==> config.mk <==
export PLATFORM = sky130hd
export DESIGN_NAME = dcf77_timekeeper
export DESIGN_NICKNAME = d
export VERILOG_FILES = /design/src/rtl/dcf77_timekeeper.sv
export SDC_FILE = /design/constraint.sdc
export NUM_CORES = 1
export LEC_CHECK = 0
export BUFFER_PORTS_ARGS = -buffer_cell sky130_fd_sc_hd__buf_4
export CAP_MARGIN = 20
export CORE_UTILIZATION = 50
export DETAILED_ROUTE_END_ITERATION = 16
export HOLD_SLACK_MARGIN = 0.06
export PLACE_DENSITY = 0.83
export SYNTH_ARGS = -nofsm -noshare
export SYNTH_HDL_FRONTEND = slang
export SYNTH_SLANG_ARGS = --single-unit
export TNS_END_PERCENT = 20
==> constraint.sdc <==
create_clock -name clk -period 5.26 [get_ports clk]
set_input_delay 0.263 -clock clk [delete_from_list [all_inputs] [get_ports clk]]
set_output_delay 0.263 -clock clk [all_outputs]
set_load 0.005 [all_outputs]
==> src/rtl/dcf77_timekeeper.sv <==
// Local BCD time-of-day clock disciplined by decoded DCF77 minute frames, with holdover tracking.
// Optional calendar-date outputs are enabled by defining DCF77_DATE_EN.
module dcf77_timekeeper #(
  parameter int CLK_HZ       = 24000000,
  parameter int HOLDOVER_MIN = 10
) (
  input  logic        clk,
  input  logic        rst,
  input  logic [58:0] data_hold,
  input  logic        frame_stb,
  input  logic        error,
  output logic [5:0]  hh_bcd,
  output logic [6:0]  mm_bcd,
  output logic [6:0]  ss_bcd,
  output logic [2:0]  weekday,
  output logic        tick_1hz,
  output logic        synced,
  output logic        frame_rej
`ifdef DCF77_DATE_EN
  ,
  output logic [5:0]  dd_bcd,
  output logic [4:0]  mo_bcd,
  output logic [7:0]  yy_bcd
`endif
);

  localparam int            PW       = (CLK_HZ > 1) ? $clog2(CLK_HZ) : 1;
  localparam logic [PW-1:0] PRESC_TC = PW'(CLK_HZ - 1);
  localparam logic [7:0]    HOLD_LIM = 8'(HOLDOVER_MIN);

  function automatic logic even_par_ok(input logic [22:0] bits);
    return ~(^bits);
  endfunction

  // Increment a 00..59 BCD field; wraps 59 -> 00.
  function automatic logic [6:0] inc_bcd59(input logic [6:0] v);
    if (v == 7'h59) begin
      return 7'h00;
    end else if (v[3:0] == 4'd9) begin
      return {v[6:4] + 3'd1, 4'd0};
    end else begin
      return {v[6:4], v[3:0] + 4'd1};
    end
  endfunction

  function automatic logic [5:0] inc_bcd23(input logic [5:0] v);
    if (v == 6'h23) begin
      return 6'h00;
    end else if (v[3:0] == 4'd9) begin
      return {v[5:4] + 2'd1, 4'd0};
    end else begin
      return {v[5:4], v[3:0] + 4'd1};
    end
  endfunction

  logic [5:0]    hh_r;
  logic [6:0]    mm_r;
  logic [6:0]    ss_r;
  logic [2:0]    wd_r;
  logic          tick_r;
  logic          synced_r;
  logic          rej_r;
  logic          running_r;
  logic [PW-1:0] presc_r;
  logic [7:0]    hold_r;

  logic [3:0] min_u_s;
  logic [2:0] min_t_s;
  logic [3:0] hr_u_s;
  logic [1:0] hr_t_s;
  logic [2:0] wd_in_s;
  logic       fields_ok_s;
  logic       accept_s;
  logic       tc_s;
  logic       ss_wrap_s;
  logic       mm_wrap_s;
  logic       hh_wrap_s;
  logic [6:0] ss_nxt_s;
  logic [6:0] mm_nxt_s;
  logic [5:0] hh_nxt_s;
  logic [2:0] wd_nxt_s;
  logic       unused_s;

`ifdef DCF77_DATE_EN
  logic [5:0] dd_r;
  logic [4:0] mo_r;
  logic [7:0] yy_r;
  logic       date_ok_s;
  assign unused_s = ^data_hold[20:0];
`else
  assign unused_s = ^{data_hold[58:45], data_hold[41:36], data_hold[20:0]};
`endif

  // Frame field decode, acceptance decision and carry-chain next values.
  always_comb begin
    min_u_s     = data_hold[24:21];
    min_t_s     = data_hold[27:25];
    hr_u_s      = data_hold[32:29];
    hr_t_s      = data_hold[34:33];
    wd_in_s     = data_hold[44:42];
    fields_ok_s = even_par_ok(23'(data_hold[28:21])) &&
                  even_par_ok(23'(data_hold[35:29])) &&
                  (min_u_s <= 4'd9) && (min_t_s <= 3'd5) && (hr_u_s <= 4'd9) &&
                  ((hr_t_s < 2'd2) || ((hr_t_s == 2'd2) && (hr_u_s <= 4'd3))) &&
                  (wd_in_s != 3'd0);
`ifdef DCF77_DATE_EN
    // Day 01..31, month 01..12, P3 covers the whole date block.
    date_ok_s = even_par_ok(data_hold[58:36]) &&
                (data_hold[39:36] <= 4'd9) && (data_hold[41:36] != 6'd0) &&
                ((data_hold[41:40] != 2'd3) || (data_hold[39:36] <= 4'd1)) &&
                (data_hold[48:45] <= 4'd9) && (data_hold[49:45] != 5'd0) &&
                ((data_hold[49] == 1'b0) || (data_hold[48:45] <= 4'd2));
    accept_s  = frame_stb && !error && fields_ok_s && date_ok_s;
`else
    accept_s  = frame_stb && !error && fields_ok_s;
`endif
    tc_s      = running_r && (presc_r == PRESC_TC);
    ss_wrap_s = (ss_r == 7'h59);
    mm_wrap_s = (mm_r == 7'h59);
    hh_wrap_s = (hh_r == 6'h23);
    ss_nxt_s  = inc_bcd59(ss_r);
    mm_nxt_s  = inc_bcd59(mm_r);
    hh_nxt_s  = inc_bcd23(hh_r);
    wd_nxt_s  = (wd_r == 3'd7) ? 3'd1 : (wd_r + 3'd1);
  end

  // Frame load, prescaler, time-of-day carry chain and holdover tracking.
  always_ff @(posedge clk or negedge rst) begin
    if (!rst) begin
      hh_r      <= 6'd0;
      mm_r      <= 7'd0;
      ss_r      <= 7'd0;
      wd_r      <= 3'd0;
      tick_r    <= 1'b0;
      synced_r  <= 1'b0;
      rej_r     <= 1'b0;
      running_r <= 1'b0;
      presc_r   <= '0;
      hold_r    <= 8'd0;
    end else begin
      rej_r  <= frame_stb && !accept_s;
      tick_r <= 1'b0;
      if (accept_s) begin
        // A load on the terminal-count cycle swallows that tick entirely.
        hh_r      <= {hr_t_s, hr_u_s};
        mm_r      <= {min_t_s, min_u_s};
        ss_r      <= 7'h00;
        wd_r      <= wd_in_s;
        presc_r   <= '0;
        hold_r    <= 8'd0;
        synced_r  <= 1'b1;
        running_r <= 1'b1;
      end else if (tc_s) begin
        presc_r <= '0;
        tick_r  <= 1'b1;
        ss_r    <= ss_nxt_s;
        if (ss_wrap_s) begin
          mm_r <= mm_nxt_s;
          if (hold_r != HOLD_LIM) begin
            hold_r <= hold_r + 8'd1;
            if ((hold_r + 8'd1) == HOLD_LIM) begin
              synced_r <= 1'b0;
            end
          end
          if (mm_wrap_s) begin
            hh_r <= hh_nxt_s;
            if (hh_wrap_s) begin
              wd_r <= wd_nxt_s;
            end
          end
        end
      end else if (running_r) begin
        presc_r <= presc_r + PW'(1);
      end else begin
        presc_r <= '0;
      end
    end
  end

`ifdef DCF77_DATE_EN
  // Date registers follow accepted frames only.
  always_ff @(posedge clk or negedge rst) begin
    if (!rst) begin
      dd_r <= 6'd0;
      mo_r <= 5'd0;
      yy_r <= 8'd0;
    end else if (accept_s) begin
      dd_r <= data_hold[41:36];
      mo_r <= data_hold[49:45];
      yy_r <= data_hold[57:50];
    end
  end

  assign dd_bcd = dd_r;
  assign mo_bcd = mo_r;
  assign yy_bcd = yy_r;
`endif

  assign hh_bcd    = hh_r;
  assign mm_bcd    = mm_r;
  assign ss_bcd    = ss_r;
  assign weekday   = wd_r;
  assign tick_1hz  = tick_r;
  assign synced    = synced_r;
  assign frame_rej = rej_r;

endmodule

== Yosys cells after proc, flatten, opt, wreduce, memory -nomap -nowiden ==
Cells that the tools add are included.

* Mux-type cells: 35
* Order comparisons: 5
* Add/sub/neg operators: 9
* Bitwise logic cells: 2
* Equal/unequal tests: 11
* Reduce and logical (&&, ||, !) cells: 34

{| class="wikitable"
|+ Operator list
! cell !! number
|-
| $mux 25 || 3
|-
| $mux 7 || 9
|-
| $reduce_xor 23->1 || 2
|-
| $mux 6 || 6
|-
| $mux 8 || 4
|-
| $add 25x1->25 const B || 1
|-
| $eq 25x25->1 const B || 1
|-
| $mux 3 || 6
|-
| $eq 7x7->1 const B || 2
|-
| $add 4x1->4 const B || 3
|-
| $eq 4x4->1 const B || 3
|-
| $reduce_and 4->1 || 3
|-
| $reduce_bool 2->1 || 6
|-
| $reduce_bool 3->1 || 4
|-
| $logic_and 1x1->1 || 11
|-
| $add 3x1->3 const B || 3
|-
| $reduce_and 3->1 || 3
|-
| $add 8x1->8 const B || 1
|-
| $eq 8x4->1 const B || 1
|-
| $le 4x4->1 const B || 2
|-
| $ne 8x4->1 const B || 1
|-
| $mux 1 || 7
|-
| $eq 6x6->1 const B || 1
|-
| $le 4x2->1 const B || 1
|-
| other kinds (9) || 12
|}

* Logic and storage cells: 109
* Bits of input ports: 63
* Output and inout port bits: 26
* Flip-flop bits (word level): 60

== Logic depth before layout (Yosys ltp) ==
* Word-level depth: 11
* Mapped depth: 10
* Gate-level depth less buffers: 8

== Worst setup path before layout ==
Ideal clock, no wire load.

* Path kind: flip-flop to flip-flop
* Start: register presc_r[0]
* End: register mm_r[3] (netlist: mm_bcd[3])
* Path buffers: 2
* Stages on the path, launching flop included: 10
* Setup slack: 3,190 ps
* Data arrival time: 1,952 ps
* Library setup time: 119 ps
* Data required time: 5,141 ps
* Period minus slack after synthesis: 2,070 ps
* Path through: dfrtp_1 ha_1 and4_1 buf_2 nand2_2 or3_1 buf_2 o31ai_1 o211ai_1 o21a_1

* Longest elaborated chain between the ends: 4

{| class="wikitable"
|+ Ends and longest elaborated chain
! item !! line !! text
|-
| start, declared || 64 || <nowiki>logic [PW-1:0] presc_r;</nowiki>
|-
| start signal, assigned || 173 || <nowiki>presc_r <= presc_r + PW'(1);</nowiki>
|-
| $eq 25x25->1 || 117 || <nowiki>tc_s = running_r && (presc_r == PRESC_TC);</nowiki>
|-
| $logic_and 1x1->1 || 117 ||
|-
| $reduce_bool 2->1 (no source line) || -- ||
|-
| $reduce_and 2->1 (no source line) || -- ||
|-
| end signal, assigned || 146 || <nowiki>mm_r <= {min_t_s, min_u_s};</nowiki>
|-
| end signal, assigned || 158 || <nowiki>mm_r <= mm_nxt_s;</nowiki>
|-
| end, declared || 57 || <nowiki>logic [6:0] mm_r;</nowiki>
|}

Every way passes these cells.
A chain may end at the register's enable or synchronous reset.

== Final worst setup path ==
* Start: input port data_hold[23]
* End: register presc_r[3]

* Longest elaborated chain between the ends: 10
* Elaborated cells on any way between the ends: 11
* Classes of those cells: order compare (1); mux (1); bitwise (1); reduce/logical (8)

{| class="wikitable"
|+ Ends and longest elaborated chain
! item !! line !! text
|-
| start, declared || 9 || <nowiki>input logic [58:0] data_hold,</nowiki>
|-
| $reduce_xor 23->1 || 32 || <nowiki>return ~(^bits);</nowiki>
|-
| $not 1->1 || 32 ||
|-
| $logic_and 1x1->1 || 101 || <nowiki>fields_ok_s = even_par_ok(23'(data_hold[28:21])) &&</nowiki>
|-
| $logic_and 1x1->1 (*) || 102 || <nowiki>even_par_ok(23'(data_hold[35:29])) &&</nowiki>
|-
| $logic_and 1x1->1 (*) (3 in a row) || 103 || <nowiki>(min_u_s <= 4'd9) && (min_t_s <= 3'd5) && (hr_u_s <= 4'd9) &&</nowiki>
|-
| $logic_and 1x1->1 (*) || 104 || <nowiki>((hr_t_s < 2'd2) || ((hr_t_s == 2'd2) && (hr_u_s <= 4'd3))) &&</nowiki>
|-
| $logic_and 1x1->1 (*) || 115 || <nowiki>accept_s = frame_stb && !error && fields_ok_s;</nowiki>
|-
| $mux 25 (*) || 143 || <nowiki>if (accept_s) begin</nowiki>
|}

Mark *: on every way between the ends. The rest lies on a longest branch, timed or not.

==> key figures <==
Outcome
  – Outcome: completed

Synthesis
  – Mapped cell area: 3570 sq um
  – Cells after Synth: 388
  – Yosys reg bits: 60
  – Async SR Flop Fraction: 1.00
  – Unique masters post-synth: 49
  – Sequential fraction of the synthesis area: 0.421
  – Largest cells by area after synthesis: dfrtp_1 42%, ha_1 9.1%, nor2_1 6.3%, xor2_1 4.9%, xnor2_1 4.2%
  – Area leader, netlist: dfrtp_1
  – Mapped Nets: 477
  – Top FF cell, synth: dfrtp_1
  – Post-synth EDFFs: 0
  – Avg Cell Area, Syn: 9.20 sq um
  – Top-area cell type share of the netlist area: 0.421
  – Yosys warning total: 0

Route
  – DR iter-0 viols: 109
  – Post-route antenna net violation count: 0
  – DRC viols: 0
  – Detailed Route WL: 7.54 mm
  – Routed len/inst: 14.2 microns
  – Total number of vias: 2930
  – DR vias/cell: 5.51
  – Initial DRT Pass Iterations: 4

Worst hold path
  – Min-delay worst type: input port to register
  – WHS Path Cells: 3
  – Hold EP: mm_bcd[1]
  – Hold Crit Start: data_hold[22]

Layout
  – Filler cell count: 587
  – Area growth from synthesis to layout: 16.5%
  – N_diodes: 0
  – Share of cells above drive strength 1: 0.158
  – Final std cells w/o fill: 532
  – Nets@finish: 524

CTS
  – TritonCTS clock tree: done
  – # H-tree levels: 3
  – Post_cts resized: 0
  – CTS Buf Count: 9
  – CTS Sinks: 60
  – Maximum clock path buffer count: 2
  – Root buffer cell: clkbuf_8
  – Clk pin slew, worst setup/hold paths: 0.06 ns
  – Clock Latency Late Sink: 0.34 ns

Critical path
  – Worst path cell trace: buf_4, inv_1, ha_1, xnor2_1, xnor2_1, xnor2_1, or4_1, nand3_1, nor2_1
  – Worst R2R Start: presc_r[0]
  – Kind of critical path: input port to register
  – R2r setup slk: 2.60 ns
  – CP Buf/Inv Count: 2
  – R2r worst-path depth: 6
  – Worst path most repeated cell: xnor2_1
  – Worst R2R End: presc_r[3]
  – CP delay by family, top: simple AND/OR/NAND/NOR gates
  – Startpoint Class: input port
  – Crit path DAT: 3.03 ns
  – CP max stage cell: nand3_1
  – Largest stage delay on the critical path: 0.84 ns
  – CP required: 5.50 ns
  – Max FO, Critical Path: 25
  – Nature of the critical path endpoint: register

STA
  – Worst-Margin Slew: 0.937 ns
  – Fin crit period: 2.79 ns
  – Final setup fails: 0
  – Setup_tns: 0 ns
  – Final Hold Viols: 0
  – Max Slew Vio Count: 0
  – Rel. slew slack: 0.374
  – RSZ-0062 raised after global routing: no
  – Clock skew: 0.00887 ns
  – Final period util: 0.531
  – Max Fclk: 0.358 GHz

Placed design
  – Dpl hpwl: 5.34 mm
  – IO Port Bufs: 47
  – Placer Congestion: 0.852
  – Dpl cells: 519

Global routing
  – Initial antenna violation count: 0
  – Largest net degree at the start of global routing: 61
  – Gr ovfl total: 0
  – First-pass GRT wire length: 13.0 mm
  – Number of global-route vias before repair: 2913
  – All-Layer GR Usage: 0.225

Run
  – Max-cap violations: 0

Pwr
  – Max VDD drop: 0.262 mV
  – Leakage: 1.88 nW
  – Cell Pwr Density: 399 nW/um^2

Die
  – Core Region: 6830 sq um
  – Die area: 7480 sq um
  – Die width: 86.5 microns
  – # rows: 30
  – Die Y: 86.5 microns
  – Starting density of the core: 0.522
  – Io pins: 89
[layer usage]
metal / vias up / wire length (microns) / GRT usage
met5: - / 0 / 0
met4: 0 / 111 / 0.0879
met1: 1437 / 3320 / 0.269
met2: 65 / 3780 / 0.382
li1: 1418 / - / -
met3: 10 / 323 / 0.0667
[sequential cells by signal (all words and copies together), names as in the netlist]
| name | count |
|---|---|
| synced | 1 |
| running_r | 1 |
| frame_rej | 1 |
| mm_bcd | 7 |
| tick_1hz | 1 |
| hold_r | 8 |
| ss_bcd | 7 |
| hh_bcd | 6 |
| presc_r | 25 |
| weekday | 3 |
[repair_timing]
action                                 CTS  global route
endpoints found under the hold margin   60             0
hold buffers                             1             0
buffers inserted                         0             0
[synthesized netlist by cell type, types with 2 or more instances]
library cell / instances
inv_1: 20
xor2_1: 20
and4_1: 3
o21ai_0: 10
nand2_2: 2
clkbuf_1: 7
xnor2_1: 17
o211ai_1: 2
nor2_1: 60
and3_1: 7
nor4_1: 3
buf_2: 7
nand2b_1: 3
dfrtp_1: 60
nand3_1: 12
nand4b_1: 4
a21oi_1: 12
nor3b_1: 3
nand4_1: 10
nand2_1: 36
mux2i_1: 9
nor2b_1: 5
and2_1: 8
a211oi_1: 2
a31oi_1: 6
or3_1: 3
ha_1: 26
nor3_1: 8
and3b_1: 2
a22oi_1: 2
[through the flow]
| step | setup slack (ns) | hold slack, ns | power (W) | cell area [sq um] | utilization |
|---|---|---|---|---|---|
| detailed placement | 2.11 | 0.382 | 0.00133 | 4000 | 0.586 |
| global placement | 2.21 | 0.379 | 0.00129 | 4000 | 0.586 |
| finish | 2.47 | 0.136 | 0.00166 | 4160 | 0.608 |
| CTS | 2.46 | 0.130 | 0.00167 | 4160 | 0.608 |
| floorplan | 3.19 | -0.0326 | 0.00107 | 3570 | - |
| global route | 2.09 | 0.150 | 0.00179 | 4160 | 0.608 |
[worst min-delay path: stages]
cell     delay [ns]
buf_4          0.08
nand2_1        0.04
o21ai_0        0.05
[power by group]
group / switching (W) / internal (W)
combinational: 0.000280 / 0.000304
clock: 0.000157 / 0.000173
sequential: 0.000160 / 0.000583
total: 0.000598 / 0.00106
[area by class of cell]
cell class                      instances  area [sq um]  share of cell area
Sequential cell                        60          1500               0.361
Inverter                               20          75.1              0.0181
Multi-Input combinational cell        294          1940               0.466
Timing Repair Buffer                   50           378              0.0909
Clock buffer                           12           145              0.0349
Tap cell                               96           120              0.0289
[cell usage in the layout, fill, tap and decap left out, types with 12 or more instances in the layout]
| cell | synthesis | routed |
|---|---|---|
| nand3_1 | 12 | 12 |
| buf_4 | 0 | 49 |
| dfrtp_1 | 60 | 60 |
| xnor2_1 | 17 | 17 |
| inv_1 | 20 | 20 |
| nand2_1 | 36 | 36 |
| ha_1 | 26 | 26 |
| xor2_1 | 20 | 20 |
| a21oi_1 | 12 | 12 |
| nor2_1 | 60 | 60 |
[cells by family (layout without fill, tap and decap cells)]
group           after synthesis  count (layout)  synth area share
buf+inv                      34              82            0.0382
simple gates                178             178             0.258
mux                          10              10            0.0284
flops                        60              60             0.421
compound gates               43              43            0.0729
xor+xnor                     37              37            0.0908
fa+ha+maj                    26              26            0.0912
[worst max path at each step]
stage / startpoint / to / cells after the start / slack [ns]
after floorplan: presc_r[0] / mm_bcd[3] / 9 / 3.19
after global placement: data_hold[23] / presc_r[8] / 9 / 2.21
after detailed placement: data_hold[23] / presc_r[3] / 9 / 2.11
after CTS: data_hold[23] / presc_r[3] / 9 / 2.46
after global routing: data_hold[22] / presc_r[7] / 9 / 2.09
final: data_hold[23] / presc_r[3] / 9 / 2.47
(Power assumes the default switching activity.)
